### config.mk
export PLATFORM = sky130hd
export DESIGN_NAME = pipe_sel_mux
export DESIGN_NICKNAME = d
export VERILOG_FILES = /design/src/rtl/pipe_sel_mux.sv
export SDC_FILE = /design/constraint.sdc
export NUM_CORES = 1
export LEC_CHECK = 0
export BUFFER_PORTS_ARGS = -buffer_cell sky130_fd_sc_hd__buf_2
export CORE_AREA = 2 2 180 182
export DETAILED_ROUTE_END_ITERATION = 12
export DIE_AREA = 0 0 182 184
export HOLD_SLACK_MARGIN = 0.03
export SLEW_MARGIN = 0
export SYNTH_ARGS = -nofsm -noshare
export SYNTH_HDL_FRONTEND = slang
export SYNTH_SLANG_ARGS = --single-unit
export TNS_END_PERCENT = 10
### constraint.sdc
create_clock -name clk -period 2.2 [get_ports clk]
set_clock_uncertainty 0.05 [all_clocks]
set_input_delay 0.44 -clock clk [delete_from_list [all_inputs] [get_ports clk]]
set_output_delay 0.44 -clock clk [all_outputs]
set_load 0.02 [all_outputs]
### src/rtl/pipe_sel_mux.sv
// pipe_sel_mux: registered N:1 operand select behind a valid/ready handshake.
// Define PIPE_SEL_MUX_SKID_EN for the two-entry skid build (no comb ready path).
module pipe_sel_mux #(
    parameter int WIDTH  = 64,
    parameter int NUM_IN = 6,
    localparam int SEL_W = $clog2(NUM_IN)
) (
    input  logic                    clk,
    input  logic                    rst,
    input  logic [NUM_IN*WIDTH-1:0] in_data,
    input  logic [SEL_W-1:0]        in_sel,
    input  logic                    in_valid,
    output logic                    in_ready,
    output logic [WIDTH-1:0]        out_data,
    output logic                    out_valid,
    input  logic                    out_ready,
    output logic                    sel_err
);

    if (NUM_IN < 2 || NUM_IN > 16) begin : g_bad_num_in
        $error("pipe_sel_mux: NUM_IN must be in 2..16");
    end

    logic [WIDTH-1:0] out_data_q, out_data_d;
    logic             out_valid_q, out_valid_d;
    logic             sel_err_q, sel_err_d;
    logic [WIDTH-1:0] cap_data;
    logic             sel_ok;
    logic             in_xfer;

    // Out-of-range selects capture zero rather than an undefined slice.
    always_comb begin
        cap_data = '0;
        sel_ok   = (32'(in_sel) < NUM_IN);
        for (int k = 0; k < NUM_IN; k++) begin
            if (32'(in_sel) == k) begin
                cap_data = in_data[k*WIDTH +: WIDTH];
            end
        end
    end

`ifdef PIPE_SEL_MUX_SKID_EN
    logic [WIDTH-1:0] skid_data_q, skid_data_d;
    logic             skid_valid_q, skid_valid_d;

    assign in_ready = !skid_valid_q;
    assign in_xfer  = in_valid && in_ready;

    always_comb begin
        out_data_d   = out_data_q;
        out_valid_d  = out_valid_q;
        skid_data_d  = skid_data_q;
        skid_valid_d = skid_valid_q;
        sel_err_d    = sel_err_q | (in_xfer && !sel_ok);
        if ((!out_valid_q || out_ready) && !skid_valid_q) begin
            if (in_xfer) begin
                out_data_d  = cap_data;
                out_valid_d = 1'b1;
            end else begin
                out_valid_d = 1'b0;
            end
        end else if (out_ready && skid_valid_q) begin
            out_data_d   = skid_data_q;
            out_valid_d  = 1'b1;
            skid_valid_d = 1'b0;
        end else if (in_xfer) begin
            skid_data_d  = cap_data;
            skid_valid_d = 1'b1;
        end
    end

    always_ff @(posedge clk) begin
        if (rst) begin
            skid_data_q  <= '0;
            skid_valid_q <= 1'b0;
        end else begin
            skid_data_q  <= skid_data_d;
            skid_valid_q <= skid_valid_d;
        end
    end
`else
    assign in_ready = !out_valid_q || out_ready;
    assign in_xfer  = in_valid && in_ready;

    always_comb begin
        out_data_d  = out_data_q;
        out_valid_d = out_valid_q;
        sel_err_d   = sel_err_q | (in_xfer && !sel_ok);
        if (in_xfer) begin
            out_data_d  = cap_data;
            out_valid_d = 1'b1;
        end else if (out_ready) begin
            out_valid_d = 1'b0;
        end
    end
`endif

    always_ff @(posedge clk) begin
        if (rst) begin
            out_data_q  <= '0;
            out_valid_q <= 1'b0;
            sel_err_q   <= 1'b0;
        end else begin
            out_data_q  <= out_data_d;
            out_valid_q <= out_valid_d;
            sel_err_q   <= sel_err_d;
        end
    end

    assign out_data  = out_data_q;
    assign out_valid = out_valid_q;
    assign sel_err   = sel_err_q;

endmodule
After elaboration in Yosys (flattened, before gate mapping)
Cells that the tools add are included.
{ "op_classes": {"order_cmp": 1, "eq_ne": 5, "reduce_logical": 7, "bitwise_logic": 1, "n_mux": 8} }
{ "ops": {"columns": ["cell", "count"], "rows": [
  ["$mux 64", 6],
  ["$eq 3x2->1 const B", 2],
  ["$eq 3x3->1 const B", 2],
  ["$eq 3x1->1 const B", 1],
  ["$logic_not 3->1", 1],
  ["$lt 3x3->1 const B", 1],
  ["$logic_and 1x1->1", 2],
  ["$logic_not 1->1", 2],
  ["$mux 1", 2],
  ["$reduce_bool 2->1", 1],
  ["$logic_or 1x1->1", 1],
  ["$or 1x1->1", 1]
]} }
{ "word_totals": {"reg_bits": 66, "output_inout_bits": 67, "input_bits": 391} }

Depth between registers and ports, before layout
Gate-level depths: netlist of the first run.
{ "depth": {"word_depth": 7, "depth_mapped": 7} }

Worst setup path after synthesis of the first run
OpenSTA, ideal clock, no wires.
{ "synth_timing": {"kind": "input -> register", "from": "in out_ready", "to": "reg out_data_q[23], in the netlist out_data[23]", "t_required_ns": 2.031, "arrival_time_ns": 1.501, "cell_stages": 6, "slack_ns": 0.530, "path_cell_list": "and2b_2 -> inv_2 -> nand3_2 -> buf_2 -> o221a_1 -> o221a_2"} }
{ "synth_via": {"elab_chain_len": 2} }
{ "synth_lines": {"columns": ["item", "line_no", "rtl"], "rows": [
  ["start: declaration", "16", "input logic out_ready,"],
  ["$logic_or 1x1->1", "82", "assign in_ready = !out_valid_q || out_ready;"],
  ["via in_ready", "13", "output logic in_ready,"],
  ["$logic_and 1x1->1", "83", "assign in_xfer = in_valid && in_ready;"],
  ["end signal: assignment", "104", "out_data_q <= out_data_d;"],
  ["end: declaration", "24", "logic [WIDTH-1:0] out_data_q, out_data_d;"]
]} }
The timed path passes the listed nets, and every way through them passes these cells.
A chain may end at the register's enable or synchronous reset.

Worst setup path after layout of the first run
{ "layout_timing": {"from": "in in_sel[1]", "to": "reg out_data_q[14], in the netlist out_data[14]"} }
{ "layout_via": {"elab_chain_len": 7, "word_cells_on_any_way": 12} }
{ "layout_lines": {"columns": ["item", "line_no", "rtl"], "rows": [
  ["start: declaration", "11", "input logic [SEL_W-1:0] in_sel,"],
  ["$logic_not 3->1", "36", "if (32'(in_sel) == k) begin"],
  ["$mux 64 (5 in a row)", "36", null],
  ["$mux 64 (*)", "36", null]
]} }
Every way passes the cells marked *; elsewhere a longest branch is shown, timed or not.

==> metrics.txt, run 1 <==
fmax ~530 MHz; remaining global-route overflow 0; setup ws final approximately 0.32 ns; Net Sw Frac between 30 and 40%; Combinational Power Share 33.5%; final critical-path required period approximately 1.9 ns; Crit path largest cell delay slightly below 0.8 ns; Final HPWL DP between 20 and 25 mm; initial cell density of the core 16.19%; core region area between 0.03 and 0.04 mm²; worst r2r dst out_data[32]$_SDFFE_PP0P_; largest net degree at the start of global routing 45; CP Buf/Inv Count 1; routed vias 6554; Post-CTS Setup Inserts 0; die height around 180 µm; gr usage total between 10% and 20%; CP endpoint kind flop; internal power approximately 0.0027 W; worst hold-check path type in -> reg; IO Count ~460; routability congestion estimate approximately 0.80; Worst slew margin roughly 25%; H-tree depth 3; drt total wl 26.14 mm; Total Power between 0.004 and 0.005 W; synth warn 0; pre-CTS setup slack -0.005373 ns; start point of the worst hold path rst; CTS tree done; Area Overhead vs Synth 59.84%; sequential share of the synthesized area roughly a quarter; Hold Crit Depth 2; final setup fails 0; syn_nets between 900 and 1000; Port Buf Inserts about 460; DRC 0; initial antenna violation count 3; mean post-synth cell area between 9 and 10 µm²; kind of critical path in -> reg; instance count on the critical path 5; Net Switching ~0.0014 W; vias per inst 4.736; Worst Path Required around 2.4 ns; Layout Utilization between 20% and 30%; CP arrival 2.10 ns; async set-or-reset flop fraction in the synthesized netlist 0%; Syn Inst Count 550; Worst-Margin Slew 1.121 ns; Die Wd 182 µm; post-CTS sizing 0; status complete, no violations; initial DRC count ~260; path depth of the worst reg2reg path 6; Hold Slack between 0.2 and 0.3 ns; first-pass GRT wire length roughly 37 mm; Hold EP sel_err$_SDFF_PP0_; Num CTS Buffers 9; Root Buffer clkbuf_16; number of cell rows 65; Synth Register Bits 66; Post-layout nets between 1000 and 1500; final slew viol count 0; TritonRoute pass-1 iters 5; Power Dens Cells 507.3 mW/mm²; flop2flop setup slack ~0.48 ns; max-cap violations 0; die area between 0.03 and 0.04 mm²; CTS Hold Bufs 0; CP Cell Sequence buf_2 > nor2b_4 > a32oi_1 > o21ai_0 > o221a_2; Synth cell types 38; Seq pwr share between 30% and 40%; Pleak between 3 and 4 nW; final setup TNS 0 ns; RR Startpoint out_valid$_SDFFE_PP0P_; most used flip-flop cell after synthesis dfxtp_1; peak supply drop approximately 300 µV; Max FO, Critical Path 36; delay-heaviest family, CP simple AND/OR/NAND/NOR gates; crit share post-route 85.55%; WL/cell roughly 19 µm; Longest Clk Path Bufs 2; Clk pwr share 33.6%; Mapped Area between 0.005 and 0.006 mm²; number of synthesized flops with an enable pin 0; vias in the first global route 6479; slowest CP cell nor2b_4; fraction of layout cells with a size suffix above 1 58.88%; Clk Latency, worst-skew pair approximately 0.33 ns; CTS Sinks 66; setup repair after global routing missed its margin false; Reg clk slew, reported paths about 0.06 ns; CP Launch Type input port; Hold Fails Final Rpt 0; Post-DRT Antenna Nets 0
-- worst register-to-register path, cell delays in order (launching register included) --
cell and delay, ns:
dfxtp_1 0.32, and2b_2 0.28, inv_2 0.10, nand3_2 0.09
buf_4 0.35, o221ai_1 0.23, nor3b_1 0.22
-- power groups by stage --
| stage | combinational (W) | sequential [W] | clock, W |
|---|---|---|---|
| floorplan | 0.000583 | 0.00150 | 0 |
| finish | 0.00138 | 0.00136 | 0.00139 |
| global route | 0.00148 | 0.00137 | 0.00152 |
| detailed placement | 0.00138 | 0.00138 | 0 |
| CTS | 0.00139 | 0.00136 | 0.00148 |
| global placement | 0.00137 | 0.00138 | 0 |
-- through the flow --
| step | instances | area (µm²) |
|---|---|---|
| 2_1_floorplan | 550 | 5081 |
| 3_3_place_gp | 1368 | 7856 |
| 3_5_place_dp | 1368 | 7856 |
| 4_1_cts | 1382 | 8117 |
| 5_1_grt | 1384 | 8122 |
| 6_report | 1384 | 8122 |
-- logic make-up after synthesis --
| family | count (synthesis) | share of synthesized area, % |
|---|---|---|
| mux | 90 | 18.79 |
| flops | 66 | 26.00 |
| simple gates | 47 | 5.811 |
| compound gates | 273 | 42.06 |
| buf+inv | 74 | 7.338 |
-- routing by layer --
metal	track usage [%]	up-vias	wire [µm]
met2	26.85	347	13170
met4	5.968	2	665
li1	-	3105	-
met5	0	-	13
met3	3.288	30	1967
met1	16.30	3070	10320
-- cell type report --
cell class                      count  area [µm²]
Antenna cell                        2       5.005
Clock buffer                       11       242.7
Clock inverter                      3       17.52
Fill cell                        3401       23270
Inverter                            4       15.01
Multi-Input combinational cell    410        3418
Sequential cell                    66        1321
Tap cell                          402       503.0
Timing Repair Buffer              486        2599
-- cells in the final DEF (no fill, tap or decap), types with 2 or more instances in the layout --
| master | Yosys | layout |
|---|---|---|
| dfxtp_1 | 66 | 66 |
| mux2_2 | 23 | 23 |
| buf_2 | 28 | 456 |
| o21a_1 | 23 | 23 |
| nand2b_1 | 24 | 24 |
| clkinv_2 | 0 | 2 |
| mux2i_1 | 65 | 65 |
| buf_12 | 0 | 7 |
| mux4_2 | 2 | 2 |
| o21ai_0 | 44 | 44 |
| o221a_1 | 34 | 34 |
| buf_4 | 11 | 22 |
| o21ai_1 | 16 | 15 |
| nor2_1 | 6 | 6 |
| a21oi_1 | 49 | 49 |
| nor3b_1 | 2 | 2 |
| o221ai_1 | 26 | 26 |
| diode_2 | 0 | 2 |
| clkbuf_16 | 0 | 9 |
| o221a_2 | 42 | 42 |
| nand3_2 | 1 | 2 |
| a32oi_1 | 36 | 36 |
| inv_2 | 3 | 3 |
| nor3_1 | 2 | 2 |
| nor4_1 | 2 | 2 |
-- synthesized netlist by cell type (all sizes together) (3+ instances only) --
library cell	instances	area, µm²
o21a	23	172.7
nor2	7	33.78
mux2i	65	650.6
a32oi	36	315.3
buf	43	252.7
o221ai	26	227.7
o21ai	60	300.3
o221a	76	855.8
nor3	3	20.02
nand2b	24	150.1
a21oi	49	245.2
inv	4	15.01
dfxtp	66	1321
clkbuf	27	105.1
mux2	23	259.0
-- worst max path at each step --
stage,from,endpoint,slack (ns)
floorplan,out_ready,out_data[23]$_SDFFE_PP0P_,0.53
detailed placement,in_sel[1],out_data[14]$_SDFFE_PP0P_,-0.005
global placement,in_sel[2],out_data[60]$_SDFFE_PP0P_,0.03
CTS,in_sel[1],out_data[14]$_SDFFE_PP0P_,0.36
global route,in_sel[1],out_data[14]$_SDFFE_PP0P_,0.24
finish,in_sel[1],out_data[14]$_SDFFE_PP0P_,0.32
-- flip-flops by register name, indices dropped and copies added, names as in the netlist --
register / count
out_valid: 1
sel_err: 1
out_data: 64
Power figures use the tool's default switching activity.
==> inputs of run 2 (changes only) <==
CTS_BUF_LIST = sky130_fd_sc_hd__clkbuf_8 sky130_fd_sc_hd__clkbuf_16   (was default)
==> metrics.txt, run 2 (synthesis gave the netlist of run 1 again) <==
Port Buf Inserts 457; Largest register FFs 64; drt total wl ~26 mm; remaining global-route overflow 0; final slew viol count 0; TritonRoute pass-1 iters 5; most frequent cells in the layout 456 x buf_2, 66 x dfxtp_1, 65 x mux2i_1, 49 x a21oi_1, 44 x o21ai_0; Die Wd 182 µm; crit share post-route a little under nine tenths; # fillers about 3400; Num CTS Buffers 9; Area after DPL approximately 0.0079 mm²; routability congestion estimate approximately 0.8; kind of critical path in -> reg; fmax approximately 530 MHz; CTS Hold Bufs 0; met2 usage 26.85%; largest net degree at the start of global routing 45; Area Overhead vs Synth 59.84%; commonest non-fill, non-tap cell in the layout buf_2; DP Cell Count 1368; IO Count ~460; fraction of layout cells with a size suffix above 1 around three fifths; Worst-Margin Slew 1.120 ns; met1 usage 16.30%; CP endpoint kind flop; Post-DRT Antenna Nets 0; first-pass GRT wire length around 37 mm; setup repair after global routing missed its margin false; Worst slew margin between 20 and 30%; status complete, no violations; CTS tree done; Pleak 3.828 nW; post-CTS sizing 0; DRC 0; CP Launch Type input port; CP arrival approximately 2.1 ns; Crit path largest cell delay between 0.7 and 0.8 ns; Longest Clk Path Bufs 2; gr usage total ~15%; Reg clk slew, reported paths 0.06 ns; WL/cell around 19 µm; GRT busiest layer met2; core region area 0.03139 mm²; Power Dens Cells 507.0 mW/mm²; H-tree depth 3; slowest CP cell nor2b_4; number of cell rows 65; Hold Fails Final Rpt 0; Clk Latency, worst-skew pair approximately 0.33 ns; Final Cell Area slightly above 0.008 mm²; Post-Layout Cell Count 1384; Post-CTS Setup Inserts 0; GR Layer Usage met3 roughly 3.3%; vias in the first global route between 6000 and 7000; worst hold-check path type in -> reg; initial DRC count 255; CTS Sinks 66; Hold Slack ~0.26 ns; routed vias roughly 6600; initial cell density of the core around 16%; vias per inst between 4 and 5; max-cap violations 0; peak supply drop 299.6 µV; Final HPWL DP 20.91 mm; CP Cell Sequence buf_2 > nor2b_4 > a32oi_1 > o21ai_0 > o221a_2; Post-layout nets approximately 1400; final critical-path required period around 1.9 ns; die height between 150 and 200 µm; die area around 0.033 mm²; Worst Path Required approximately 2.4 ns; final setup fails 0; Root Buffer clkbuf_16; final setup TNS 0 ns; Max FO, Critical Path 36; initial antenna violation count 3
## run 2: final timing paths
check | endpoint | start | slack (ns) | depth (start not counted)
worst max-delay path | out_data[14]$_SDFFE_PP0P_ | in_sel[1] | 0.32 | 5
worst min-delay path | sel_err$_SDFF_PP0_ | rst | 0.26 | 2
worst max register to register | out_data[32]$_SDFFE_PP0P_ | out_valid$_SDFFE_PP0P_ | 0.48 | 6
worst min register to register | sel_err$_SDFF_PP0_ | sel_err$_SDFF_PP0_ | 0.44 | 2
## run 2: per-stage QoR
step / power [W] / setup WS (ns) / utilization [%]
6_report: 0.004118 / 0.3179 / 25.87
5_1_grt: 0.004369 / 0.2420 / 25.87
4_1_cts: 0.004212 / 0.3558 / 25.85
3_5_place_dp: 0.002761 / -0.005373 / 25.03
3_3_place_gp: 0.002748 / 0.02607 / 25.03
2_1_floorplan: 0.002083 / 0.5299 / -
## run 2: layout make-up
type	instances	area, µm²	area share [%]
clock inverter	4	21.27	0.2619
timing repair buffer	486	2599	32.00
sequential	66	1321	16.27
tap	402	503.0	6.193
clock buffer	10	239.0	2.943
multi-input combinational	410	3418	42.09
inverter	4	15.01	0.1849
antenna	2	5.005	0.06162
## run 2: where the power goes
group	internal, W	switching (W)	total, W
clock network	0.000776	0.000608	0.00138
registers	0.00130	0.0000575	0.00136
logic	0.000669	0.000709	0.00138
## run 2: critical path: cells and delay by family
kind,cells,cell delay [ns]
and+or+nand+nor,1,0.79
AOI/OAI and AO/OA,3,0.64
buffers and inverters,1,0.18
## run 2: metal layers
metal,part of all wire [%],vias to the layer above,wire length (µm)
met1,39,3070,10320
met4,2.5,2,665
li1,-,3105,-
met3,7.6,30,1975
met2,50,346,13160
met5,0.050,-,13
